<file path="src/rtl/ascii_pkg.sv">
// ascii_pkg
//   Shared constants and types for the ASCII case-folding stream blocks.
//   - ASCII_UPPER_A / ASCII_UPPER_Z : inclusive range of uppercase letters
//   - ASCII_LOWER_A / ASCII_LOWER_Z : inclusive range of lowercase letters
//   - ASCII_CASE_BIT                : bit that distinguishes upper from lower case
//   - skid_state_t                  : occupancy state of the 2-entry skid buffer
package ascii_pkg;

  localparam logic [7:0] ASCII_UPPER_A  = 8'h41;
  localparam logic [7:0] ASCII_UPPER_Z  = 8'h5A;
  localparam logic [7:0] ASCII_LOWER_A  = 8'h61;
  localparam logic [7:0] ASCII_LOWER_Z  = 8'h7A;
  localparam int         ASCII_CASE_BIT = 5;

  typedef enum logic [1:0] {
    EMPTY = 2'd0,
    ONE   = 2'd1,
    TWO   = 2'd2
  } skid_state_t;

  // True for 'A'..'Z' only; bytes >= 0x80 are never letters.
  function automatic logic is_upper_letter(input logic [7:0] b);
    return (b >= ASCII_UPPER_A) && (b <= ASCII_UPPER_Z);
  endfunction

endpackage

</file>
<file path="src/rtl/byte_skid_buffer.sv">
// byte_skid_buffer
//   Generic 8-bit, 2-entry valid/ready skid buffer. All handshake outputs are
//   registered, so there is no combinational path from out_ready to in_ready.
//   Ports:
//     clk       : clock, all state changes on the rising edge
//     rst       : synchronous active-high reset, empties the buffer
//     in_data   : byte offered by the upstream side
//     in_valid  : upstream byte valid
//     in_ready  : buffer can take a byte this cycle (registered)
//     out_data  : head byte (registered, stable while stalled)
//     out_valid : head byte valid (registered)
//     out_ready : downstream takes the head byte this cycle
module byte_skid_buffer
  import ascii_pkg::*;
(
  input  logic       clk,
  input  logic       rst,
  input  logic [7:0] in_data,
  input  logic       in_valid,
  output logic       in_ready,
  output logic [7:0] out_data,
  output logic       out_valid,
  input  logic       out_ready
);

  skid_state_t state;
  logic [7:0]  head;
  logic [7:0]  tail;
  logic        push;
  logic        pop;

  assign push     = in_valid && in_ready;
  assign pop      = out_valid && out_ready;
  assign out_data = head;

  // Occupancy FSM. in_ready/out_valid are registered alongside the state so
  // they always reflect the state being entered. Head is what the consumer
  // sees; tail only holds the byte that arrived while the head was stalled.
  always_ff @(posedge clk) begin
    if (rst) begin
      state     <= EMPTY;
      head      <= 8'h00;
      tail      <= 8'h00;
      in_ready  <= 1'b1;
      out_valid <= 1'b0;
    end else begin
      case (state)
        EMPTY: begin
          if (push) begin
            head      <= in_data;
            state     <= ONE;
            out_valid <= 1'b1;
          end
        end
        ONE: begin
          case ({push, pop})
            2'b10: begin
              tail     <= in_data;
              state    <= TWO;
              in_ready <= 1'b0;
            end
            2'b01: begin
              state     <= EMPTY;
              out_valid <= 1'b0;
            end
            2'b11: begin
              // Head leaves and the new byte replaces it in the same cycle.
              head <= in_data;
            end
            default: begin
            end
          endcase
        end
        TWO: begin
          if (pop) begin
            head     <= tail;
            state    <= ONE;
            in_ready <= 1'b1;
          end
        end
        default: begin
          state     <= EMPTY;
          in_ready  <= 1'b1;
          out_valid <= 1'b0;
        end
      endcase
    end
  end

endmodule

</file>
<file path="src/rtl/ascii_tolower_stream.sv">
// ascii_tolower_stream
//   Streaming ASCII lowercase converter. 'A'..'Z' get the case bit set, every
//   other byte passes unchanged. Output is registered behind a 2-entry skid
//   buffer; a saturating counter tracks how many bytes were actually modified.
//   Ports:
//     clk        : clock
//     rst        : synchronous active-high reset
//     in_data    : input byte
//     in_valid   : input byte valid
//     in_ready   : block can accept a byte this cycle
//     bypass     : sampled with each accepted byte, 1 = pass byte unmodified
//     out_data   : converted byte
//     out_valid  : out_data valid
//     out_ready  : downstream accepts out_data this cycle
//     cnt_clr    : synchronous clear of the letter counter (wins over increment)
//     letter_cnt : saturating count of modified bytes
module ascii_tolower_stream
  import ascii_pkg::*;
#(
  parameter int CNT_W          = 16,
  parameter bit BYPASS_DEFAULT = 1'b0
) (
  input  logic             clk,
  input  logic             rst,
  input  logic [7:0]       in_data,
  input  logic             in_valid,
  output logic             in_ready,
  input  logic             bypass,
  output logic [7:0]       out_data,
  output logic             out_valid,
  input  logic             out_ready,
  input  logic             cnt_clr,
  output logic [CNT_W-1:0] letter_cnt
);

  localparam logic [CNT_W-1:0] CNT_MAX = '1;

  logic       bypass_q;
  logic       eff_bypass;
  logic       conv;
  logic       push;
  logic [7:0] conv_data;

  // Idle cycles present the mode of the last accepted byte, so the conversion
  // path does not follow a floating bypass pin while nothing is transferred.
  assign eff_bypass = in_valid ? bypass : bypass_q;
  assign conv       = is_upper_letter(in_data) && !eff_bypass;
  assign conv_data  = in_data | (8'(conv) << ASCII_CASE_BIT);
  assign push       = in_valid && in_ready;

  // Remembers the bypass mode that came with the most recent accepted byte.
  always_ff @(posedge clk) begin
    if (rst) begin
      bypass_q <= BYPASS_DEFAULT;
    end else if (push) begin
      bypass_q <= bypass;
    end
  end

  // Saturating counter of modified bytes; a clear drops any same-cycle letter.
  always_ff @(posedge clk) begin
    if (rst || cnt_clr) begin
      letter_cnt <= '0;
    end else if (push && conv && (letter_cnt != CNT_MAX)) begin
      letter_cnt <= letter_cnt + CNT_W'(1);
    end
  end

  byte_skid_buffer u_skid (
    .clk       (clk),
    .rst       (rst),
    .in_data   (conv_data),
    .in_valid  (in_valid),
    .in_ready  (in_ready),
    .out_data  (out_data),
    .out_valid (out_valid),
    .out_ready (out_ready)
  );

endmodule
</file>
<file path="config.mk">
export PLATFORM = sky130hd
export DESIGN_NAME = ascii_tolower_stream
export DESIGN_NICKNAME = d
export VERILOG_FILES = /design/src/rtl/ascii_pkg.sv /design/src/rtl/byte_skid_buffer.sv /design/src/rtl/ascii_tolower_stream.sv
export SDC_FILE = /design/constraint.sdc
export NUM_CORES = 1
export LEC_CHECK = 0
export ABC_AREA = 1
export BUFFER_PORTS_ARGS = -buffer_cell sky130_fd_sc_hd__buf_2
export CELL_PAD_IN_SITES_DETAIL_PLACEMENT = 0
export CELL_PAD_IN_SITES_GLOBAL_PLACEMENT = 1
export CORE_MARGIN = 8
export CORE_UTILIZATION = 41
export CTS_CLUSTER_DIAMETER = 80
export DETAILED_ROUTE_END_ITERATION = 16
export PLACE_DENSITY = 0.92
export SLEW_MARGIN = 30
export SYNTH_ARGS = -nofsm -noshare
export SYNTH_HDL_FRONTEND = slang
export SYNTH_SLANG_ARGS = --single-unit
</file>
<file path="constraint.sdc">
create_clock -name clk -period 2.35 [get_ports clk]
set_input_delay 0.3525 -clock clk [delete_from_list [all_inputs] [get_ports clk]]
set_output_delay 0.3525 -clock clk [all_outputs]
set_load 0.02 [all_outputs]
</file>
==> results_dict.tcl, run 1 <==
set metrics [dict create \
    status "finished clean" \
    cts_max_level 2 \
    power_uw 1510 \
    netlist_instances 284 \
    grt_max_degree 17 \
    synthesis.nets 299 \
    viasPerCell 4.95 \
    report.final.slew_viol_count 0 \
    ys_ff_latch 37 \
    synthesis.yosys.warnings 0 \
    core_region_area_um2 4690 \
    cts_resized 0 \
    cpMostUsedCell "nor2_4" \
    route.detailed.drc 0 \
    arrival_ns 1.84 \
    io_buffers 39 \
    drive_gt1_frac 0.226 \
    maxCapViolCount 0 \
    start_util 0.424 \
    dp.cells 373 \
    crit_required_ns 2.58 \
    die_x_um 85.6 \
    gp_congestion 0.819 \
    pin_count 40 \
    fp-row-count 25 \
    cts_hold_buf 0 \
    crit_slowest_cell "dfxtp_1" \
    num_vias 1887 \
    final.fill_count 493 \
    clk_pin_slew_ns 0.07 \
    relSlewSlack 0.603 \
    dp_slack_ns 0.724 \
    grt_overflow 0 \
    antenna_found_initial 0 \
    holdCritStartpoint "bypass" \
    critPathCaptureType "flop" \
    die_height_um 85.6 \
    worstMarginPinSlew_ns 0.596 \
    area_growth_pct 18.4 \
    netlist_area_um2 1990 \
    fin_crit_sh 0.686 \
    worstSetupPathType "reg -> reg" \
    crit_chain "ha_1 -> nand2_4 -> nor2_4 -> nand3_2 -> nor2_4 -> nor2_4 -> nand2_1 -> a21oi_2" \
    rsz0062_at_grt "false" \
    worst_hold_slack_ns 0.328 \
    max_freq_ghz 0.620 \
    max_stage_delay_ns 0.34 \
    grt_pass1_wl_um 8250 \
    rr_startpoint "letter_cnt[0]$_SDFFE_PP0P_" \
    avgSynthCellArea_um2 7.00 \
    startpoint "letter_cnt[0]$_SDFFE_PP0P_" \
    dp_hpwl_um 3480 \
    clkSinkCount 37 \
    insertion_delay_ns 0.30 \
    vdd_drop_max_mv 0.348 \
    startpoint_type "flop" \
    grt_pass1_vias 1793 \
    power.leakage_uw 0.00102 \
    ant_nets 0 \
    timing.critical_path.buf_inv 0 \
    cts_tree "done" \
    min_period_ns 1.61 \
    first_pass_iters 4 \
    fin_cells 381 \
    setup_viol 0 \
    worst_slack_ns 0.738 \
    crit_fanout 16 \
    hold_class "in -> reg" \
    clockRootBuffer "clkbuf_8" \
    n_antenna_cell 0 \
    drt_iter0_drc 152 \
    ys_types 27 \
    seq_area_um2 741 \
    detail_route.wl_per_cell_um 12.4 \
    clockBufferDepth 2 \
    die-area_um2 7330 \
    multi_input_area_um2 1110 \
    skew_ns 0.0122 \
    post_cts_buffers 0 \
    hold_violations 0 \
    fin_setup_tns_ns 0 \
    power.density_nw_per_um2 643 \
    final_cell_mix "88 x nand2_1, 39 x buf_2, 37 x dfxtp_1" \
    layout.nets 341 \
    numCtsBuffers 5 \
    cp_top_family "simple AND/OR/NAND/NOR gates" \
    gr-usage-all-layers 0.138 \
    final_common_cell "nand2_1" \
    yosysSeqAreaShare 0.373 \
    finalWirelength_um 4740 \
]
cells in the mapped netlist, drive strengths merged:
cell type	count	area share
nand3	18	0.048
nand2	96	0.19
nor2	34	0.089
inv	25	0.047
a21oi	24	0.076
a31oi	9	0.028
nand4	4	0.016
nor3	1	0.0082
or2	1	0.0031
xnor2	2	0.0088
clkbuf	2	0.0038
buf	4	0.020
dfxtp	37	0.37
o21ai	18	0.045
xor2	8	0.035
ha	1	0.0063
stage by stage:
step	cell area, um2	util
after floorplan	1990	-
after global placement	2220	0.473
after detailed placement	2220	0.473
after CTS	2350	0.502
after global routing	2350	0.502
final	2350	0.502
area by class of cell:
| class | instances | share of cell area |
|---|---|---|
| clock inverters | 3 | 0.0276 |
| well taps | 54 | 0.0287 |
| clock buffers | 5 | 0.0292 |
| flip-flops and latches | 37 | 0.315 |
| repair buffers | 41 | 0.0893 |
| inverters | 25 | 0.0399 |
| multi-input cells | 216 | 0.470 |
final timing paths:
kind	to	slack, ns	depth (start not counted)
worst min-delay path	bypass_q$_SDFFE_PP0N_	0.33	3
worst min register to register	u_skid.tail[3]$_SDFFE_PP0P_	0.46	2
worst max-delay path	letter_cnt[5]$_SDFFE_PP0P_	0.74	8
worst max register to register	letter_cnt[5]$_SDFFE_PP0P_	0.74	8
worst reg2reg max path, stage by stage (launching register included):
cell and delay [ns]:
dfxtp_1 0.34, ha_1 0.27, nand2_4 0.13, nor2_4 0.06, nand3_2 0.08, nor2_4 0.04, nor2_4 0.34, nand2_1 0.14
a21oi_2 0.15
report_power, final:
group | switching (uW) | leakage, uW | internal (uW) | total (uW)
clock | 231 | 0.0000681 | 422 | 653
sequential | 17.0 | 0.000301 | 659 | 676
combinational | 125 | 0.000650 | 59.6 | 184
total | 373 | 0.00102 | 1140 | 1510
state kept, by name, indices dropped and copies added, names as in the netlist:
name and count:
bypass_q 1, letter_cnt 16, u_skid.in_ready 1, u_skid.out_data 8
u_skid.out_valid 1, u_skid.state 2, u_skid.tail 8
layer usage:
metal  share of wire  routed length [um]  GRT usage  vias to the layer above
met1            0.47                2240      0.174                      830
met5               0                   0          0                        -
met2            0.44                2070      0.214                       54
li1                -                   -          -                      999
met3           0.080                 377     0.0439                        4
met4           0.011                  53     0.0494                        0
cells by family after synthesis:
group / after synthesis / synth area share
compound gates: 51 / 0.149
flops: 37 / 0.373
simple gates: 154 / 0.357
fa+ha+maj: 1 / 0.00629
xor+xnor: 10 / 0.0441
buf+inv: 31 / 0.0705
(Power assumes the default switching activity.)
==> inputs of run 2 (changes only) <==
--- a/config.mk
+++ b/config.mk
@@ -5,15 +5,15 @@
 export SDC_FILE = /design/constraint.sdc
 export NUM_CORES = 1
 export LEC_CHECK = 0
-export ABC_AREA = 1
+export ABC_AREA = 0
 export BUFFER_PORTS_ARGS = -buffer_cell sky130_fd_sc_hd__buf_2
 export CELL_PAD_IN_SITES_DETAIL_PLACEMENT = 0
 export CELL_PAD_IN_SITES_GLOBAL_PLACEMENT = 1
 export CORE_MARGIN = 8
-export CORE_UTILIZATION = 41
+export CORE_UTILIZATION = 39
 export CTS_CLUSTER_DIAMETER = 80
 export DETAILED_ROUTE_END_ITERATION = 16
-export PLACE_DENSITY = 0.92
+export PLACE_DENSITY = 0.88
 export SLEW_MARGIN = 30
 export SYNTH_ARGS = -nofsm -noshare
 export SYNTH_HDL_FRONTEND = slang
==> constraint.sdc (replaced) <==
create_clock -name clk -period 1.6 [get_ports clk]
set_input_delay 0.24 -clock clk [delete_from_list [all_inputs] [get_ports clk]]
set_output_delay 0.24 -clock clk [all_outputs]
set_load 0.02 [all_outputs]
==> run 2 against run 1 <==
  * Die area is 6.6% lower
  * Global-route usage increased by 0.31 points
  * Hold slack worse by 0.12 ns
  * Register-to-register slack lost 1.1 ns
  * Utilization is 11 points higher
  * Non-clock buffer count grew 52
  * Critical path depth decreased by 1
  * First-iteration DRC count is 47% lower
  * The flow now finishes with violations (setup timing)
==> results_dict.tcl, run 2 <==
set metrics [dict create \
    status "finished, violations left" \
    violations "setup timing" \
    min_period_ns 1.94 \
    cp_top_family "simple AND/OR/NAND/NOR gates" \
    multi_input_area_um2 1070 \
    detail_route.wl_per_cell_um 13.7 \
    reg2reg_depth 7 \
    core_region_area_um2 4320 \
    netlist_instances 209 \
    dp.cells 341 \
    fp-row-count 24 \
    dpl-instance-area_um2 2370 \
    synthesis.yosys.warnings 0 \
    pin_count 40 \
    insertion_delay_ns 0.29 \
    timing.critical_path.buf_inv 1 \
    grt_max_degree 25 \
    whs_path_depth 3 \
    fin_cells 352 \
    design_area_um2 2630 \
    gr-usage-all-layers 0.141 \
    numCtsBuffers 5 \
    netlist_top_cells_count "37 x dfxtp_1, 31 x nand2_1, 29 x nor2_1, 17 x a21oi_1, 9 x mux2i_1" \
    rr_startpoint "letter_cnt[0]$_SDFFE_PP0P_" \
    clockRootBuffer "clkbuf_8" \
    ant_nets 0 \
    num_vias 1829 \
    synth_edf_count 0 \
    layout.nets 314 \
    whs_endpoint "u_skid.tail[6]$_SDFFE_PP0P_" \
    fin_crit_sh 1.21 \
    wl_met1_um 2030 \
    synth_flop_cell "dfxtp_1" \
    cts_max_level 2 \
    antenna_found_initial 0 \
    hold_violations 0 \
    final.fill_count 405 \
    clkSinkCount 37 \
    die-area_um2 6850 \
    vdd_drop_max_mv 0.551 \
    worstMarginPinSlew_ns 0.454 \
    clockBufferDepth 2 \
    cts_tree "done" \
    yosysSeqAreaShare 0.426 \
    rsz0062_at_grt "true" \
    setup_viol 15 \
    cts_hold_buf 0 \
    skew_ns 0.00527 \
    arrival_ns 2.17 \
    power.leakage_uw 0.00115 \
    worst_hold_slack_ns 0.213 \
    largest_reg_flops 16 \
    netlist_area_um2 1740 \
    grt_pass1_wl_um 7580 \
    io_buffers 39 \
    r2r_end "letter_cnt[8]$_SDFFE_PP0P_" \
    wl_met2_um 2470 \
    finalWirelength_um 4820 \
    crit_required_ns 1.83 \
    final_common_cell "buf_4" \
    worst_slack_ns -0.343 \
    startpoint_type "flop" \
    worstSetupPathType "reg -> reg" \
    drive_gt1_frac 0.427 \
    ys_ff_latch 37 \
    report.final.slew_viol_count 0 \
    crit_chain "ha_4 -> and3_4 -> and4_4 -> a211o_4 -> buf_6 -> or4_1 -> nand2_1" \
    synthTopCellsByArea "dfxtp_1 43%, nand2_1 6.7%, nor2_1 6.3%, mux2i_1 5.2%, a21oi_1 4.9%" \
    yosysMostFrequentCell "dfxtp_1" \
    clk_pin_slew_ns 0.08 \
    start_util 0.402 \
    n_antenna_cell 0 \
    seq_area_um2 753 \
    viasPerCell 5.20 \
    async_reset_ff_frac 0 \
    synthesis.nets 224 \
    grt_pass1_vias 1729 \
    max_freq_ghz 0.515 \
    relSlewSlack 0.696 \
    avgSynthCellArea_um2 8.32 \
    synth_top_area_frac 0.426 \
    largest_register "letter_cnt" \
    holdCritStartpoint "in_data[6]" \
    fin_setup_tns_ns -3.83 \
    regToRegSetupSlack_ns -0.34 \
    die_x_um 82.8 \
    power_uw 2280 \
    ys_types 47 \
    drt_iter0_drc 80 \
    power.density_nw_per_um2 867 \
    route.detailed.drc 0 \
    hold_class "in -> reg" \
    crit_slowest_cell "or4_1" \
    die_height_um 82.8 \
    area_growth_pct 51.2 \
    max_stage_delay_ns 0.47 \
    yosysTopAreaCell "dfxtp_1" \
    final_cell_mix "52 x buf_4, 39 x buf_2, 31 x dfxtp_1" \
    gp_congestion 0.769 \
    crit_fanout 6 \
    dp_hpwl_um 3480 \
    grt_overflow 0 \
    wl_met3_um 248 \
    top_layer "met4" \
    maxCapViolCount 0 \
    critPathCaptureType "flop" \
    first_pass_iters 4 \
]
-- run 2: changes by cell type after synthesis, sizes merged, moves of 6 or more --
cell	delta
a21oi	-7
nand3	-10
mux2i	+9
xor2	-7
inv	-22
a311oi	+7
a31oi	-8
o21ai	-13
or4	+6
nand2	-64
-- run 2: per-stage QoR --
stage          worst slack, ns  utilization
3_3_place_gp            -0.462        0.548
2_1_floorplan           -0.338            -
5_1_grt                 -0.386        0.608
6_report                -0.343        0.608
3_5_place_dp            -0.511        0.548
4_1_cts                 -0.323        0.591
-- run 2: layer usage --
metal / up-vias / track usage
met1: 848 / 0.160
met5: - / 0
met3: 9 / 0.0377
met2: 33 / 0.246
met4: 0 / 0.0552
li1: 939 / -
-- run 2: what timing repair did --
| action | 4_1_cts | 5_1_grt |
|---|---|---|
| setup endpoints to repair | 16 | 23 |
| resized for setup | 14 | 12 |
| pin swaps | 11 | 5 |
| cloned | 0 | 0 |
| setup buffers | 2 | 1 |
-- run 2: logic make-up after synthesis --
group,Yosys count,share of synthesized area
AOI/OAI and AO/OA,48,0.196
and+or+nand+nor,99,0.276
buffers and inverters,13,0.0331
DFF,37,0.426
muxes,9,0.0518
adders and majority gates,1,0.00719
xor gates and xnor gates,2,0.0101
-- run 2: worst register-to-register path, stage by stage, from the launching register on --
cell	delay, ns
dfxtp_4	0.36
ha_4	0.16
and3_4	0.18
and4_4	0.15
a211o_4	0.36
buf_6	0.14
or4_1	0.47
nand2_1	0.07
-- run 2: power by group --
| group | total [uW] | switching (uW) | internal, uW |
|---|---|---|---|
| combinational | 487 | 265 | 223 |
| clock | 758 | 353 | 405 |
| sequential | 1040 | 46.3 | 990 |
-- run 2: area by class of cell --
cell class,instances,area share
clock inverter,2,0.00571
timing repair buffer,93,0.235
sequential,37,0.286
inverter,3,0.00428
tap,52,0.0247
multi-input combinational,159,0.409
clock buffer,6,0.0357
-- run 2: worst max-delay path by stage --
stage               depth (start not counted)                     endpoint                    startpoint
CTS                                         6   letter_cnt[8]$_SDFFE_PP0P_  u_skid.in_ready$_SDFFE_PP1P_
detailed placement                          7  letter_cnt[15]$_SDFFE_PP0P_                    in_data[7]
global route                                6   letter_cnt[8]$_SDFFE_PP0P_  u_skid.in_ready$_SDFFE_PP1P_
floorplan                                   6  letter_cnt[10]$_SDFFE_PP0P_  u_skid.in_ready$_SDFFE_PP1P_
global placement                            6  letter_cnt[14]$_SDFFE_PP0P_                    in_data[7]
finish                                      7   letter_cnt[8]$_SDFFE_PP0P_    letter_cnt[0]$_SDFFE_PP0P_
==> inputs of run 3 (changes only) <==
--- a/config.mk
+++ b/config.mk
@@ -9,11 +9,12 @@
 export BUFFER_PORTS_ARGS = -buffer_cell sky130_fd_sc_hd__buf_2
 export CELL_PAD_IN_SITES_DETAIL_PLACEMENT = 0
 export CELL_PAD_IN_SITES_GLOBAL_PLACEMENT = 1
+export CORE_ASPECT_RATIO = 1.75
 export CORE_MARGIN = 8
-export CORE_UTILIZATION = 39
+export CORE_UTILIZATION = 35
 export CTS_CLUSTER_DIAMETER = 80
 export DETAILED_ROUTE_END_ITERATION = 16
-export PLACE_DENSITY = 0.88
+export PLACE_DENSITY = 0.84
 export SLEW_MARGIN = 30
 export SYNTH_ARGS = -nofsm -noshare
 export SYNTH_HDL_FRONTEND = slang
==> constraint.sdc (replaced) <==
create_clock -name clk -period 1.7 [get_ports clk]
set_input_delay 0.255 -clock clk [delete_from_list [all_inputs] [get_ports clk]]
set_output_delay 0.255 -clock clk [all_outputs]
set_load 0.02 [all_outputs]
==> run 3 against run 2 <==
  * The run still ends with setup timing left
  * Via count down 0.77%
  * Worst setup slack improved by 0.090 ns
  * Sequential power is 6% lower
  * Register-to-register slack better by 0.09 ns
  * Final cell count is 2.3% lower
  * Final area shrank 3.6%
  * Global-route usage fell by 0.98 points
  * Maximum frequency down 0.53%
  * Sequential share of layout area grew 1.1 points
  * Critical path depth shrank 1
  * Non-clock buffer count decreased by 11
==> results_dict.tcl, run 3 (synthesized netlist as in run 2, its figures left out) <==
set metrics [dict create \
    p_switching_uw 620 \
    report.final.slew_viol_count 0 \
    final_util 0.518 \
    fp-row-count 34 \
    p_seq_frac 0.454 \
    dpl-instance-area_um2 2290 \
    cts_tree "done" \
    rsz0062_at_grt "true" \
    clkSinkCount 37 \
    n_antenna_cell 0 \
    violations "setup timing" \
    clk_pin_slew_ns 0.08 \
    swShare 0.288 \
    combPwrFrac 0.196 \
    cts_max_level 2 \
    seq_area_um2 753 \
    insertion_delay_ns 0.29 \
    setup_viol 15 \
    core_region_area_um2 4890 \
    rr_startpoint "letter_cnt[0]$_SDFFE_PP0P_" \
    cp-endpoint "letter_cnt[14]$_SDFFE_PP0P_" \
    pin_count 40 \
    min_period_ns 1.95 \
    startpoint_type "flop" \
    io_buffers 39 \
    skew_ns 0.00571 \
    p_clk_frac 0.350 \
    area_growth_pct 45.8 \
    first_pass_iters 4 \
    hold_violations 0 \
    crit_fanout 5 \
    grt_pass1_vias 1830 \
    gp_congestion 0.791 \
    largest_reg_flops 16 \
    grt_pass1_wl_um 8290 \
    startpoint "letter_cnt[0]$_SDFFE_PP0P_" \
    finalWirelength_um 4930 \
    hold_class "in -> reg" \
    worstSetupPathType "reg -> reg" \
    final_common_cell "buf_2" \
    critPathCaptureType "flop" \
    use_met2 0.238 \
    drive_gt1_frac 0.403 \
    die_x_um 69.3 \
    ant_nets 0 \
    final_cell_mix "39 x buf_2, 38 x buf_4, 31 x nand2_1, 31 x dfxtp_1, 28 x nor2_1" \
    regToRegSetupSlack_ns -0.25 \
    grt_overflow 0 \
    fin_crit_sh 1.15 \
    dp.cells 332 \
    multi_input_area_um2 1040 \
    largest_register "letter_cnt" \
    power.internal_uw 1540 \
    design_area_um2 2530 \
    drt_iter0_drc 77 \
    status "finished, violations left" \
    layout.nets 304 \
    final.fill_count 472 \
    num_vias 1815 \
    max_freq_ghz 0.512 \
    vdd_drop_max_mv 0.676 \
    viasPerCell 5.28 \
    start_util 0.355 \
    clockBufferDepth 2 \
    detail_route.wl_per_cell_um 14.3 \
    grt_max_degree 25 \
    power_uw 2160 \
    relSlewSlack 0.631 \
    dp_hpwl_um 3630 \
    reg2reg_depth 6 \
    route.detailed.drc 0 \
    grt_use_met1 0.132 \
    fin_cells 344 \
    numCtsBuffers 5 \
    die_height_um 109 \
    die-area_um2 7570 \
    maxCapViolCount 0 \
    crit_required_ns 1.93 \
    power.leakage_uw 0.00110 \
    gr-usage-all-layers 0.131 \
    power.density_nw_per_um2 851 \
    met3_usage 0.0383 \
    whs_path_depth 3 \
    arrival_ns 2.18 \
    worstMarginPinSlew_ns 0.539 \
    clockRootBuffer "clkbuf_8" \
    dp_slack_ns -0.411 \
    antenna_found_initial 0 \
    worst_slack_ns -0.253 \
    r2r_end "letter_cnt[14]$_SDFFE_PP0P_" \
    grt_most_used_layer "met2" \
]
==> run 3: final cells by class <==
cell class,instances,area share
Multi-Input combinational cell,160,0.411
Sequential cell,37,0.297
Timing Repair Buffer,82,0.215
Clock buffer,7,0.0424
Tap cell,54,0.0267
Inverter,3,0.00444
Clock inverter,1,0.00296
==> run 3: worst min path at each step <==
stage | slack (ns) | to | start
after global placement | 0.46 | bypass_q$_SDFFE_PP0N_ | bypass_q$_SDFFE_PP0N_
final | 0.24 | u_skid.tail[4]$_SDFFE_PP0P_ | in_data[4]
after detailed placement | 0.46 | bypass_q$_SDFFE_PP0N_ | bypass_q$_SDFFE_PP0N_
after global routing | 0.25 | u_skid.tail[4]$_SDFFE_PP0P_ | in_data[4]
after CTS | 0.23 | u_skid.tail[4]$_SDFFE_PP0P_ | in_data[4]
after floorplan | 0.40 | u_skid.tail[0]$_SDFFE_PP0P_ | in_data[0]
==> run 3: metrics by stage <==
stage	setup TNS (ns)	hold slack, ns
6_report	-2.20	0.235
4_1_cts	-2.27	0.226
2_1_floorplan	-1.96	0.399
3_5_place_dp	-4.93	0.460
3_3_place_gp	-4.27	0.464
5_1_grt	-3.20	0.254
==> run 3: per-layer routing <==
| layer | wire, um | part of all wire |
|---|---|---|
| met5 | 0 | 0 |
| met4 | 111 | 0.023 |
| met3 | 218 | 0.044 |
| met2 | 2530 | 0.51 |
| met1 | 2070 | 0.42 |
==> run 3: timing repair <==
item                                    4_1_cts  5_1_grt
cloned                                        1        0
endpoints found under the setup margin       16       16
gates resized for setup                      12        8
buffers inserted                              3        0
pin swaps                                     9        5
hold buffers                                  0        0
==> run 3: power by group through the flow <==
stage / logic [uW] / clock network (uW) / registers (uW)
CTS: 427 / 775 / 979
global route: 468 / 808 / 989
finish: 423 / 755 / 979
detailed placement: 422 / 0 / 998
floorplan: 195 / 0 / 1050
global placement: 417 / 0 / 998
==> run 3: critical path: stages, from the launching register on <==
cell and delay [ns]:
dfxtp_4 0.36, ha_4 0.15, and3_4 0.18, and4_4 0.19
a211o_4 0.36, or4_4 0.50, a21oi_2 0.15
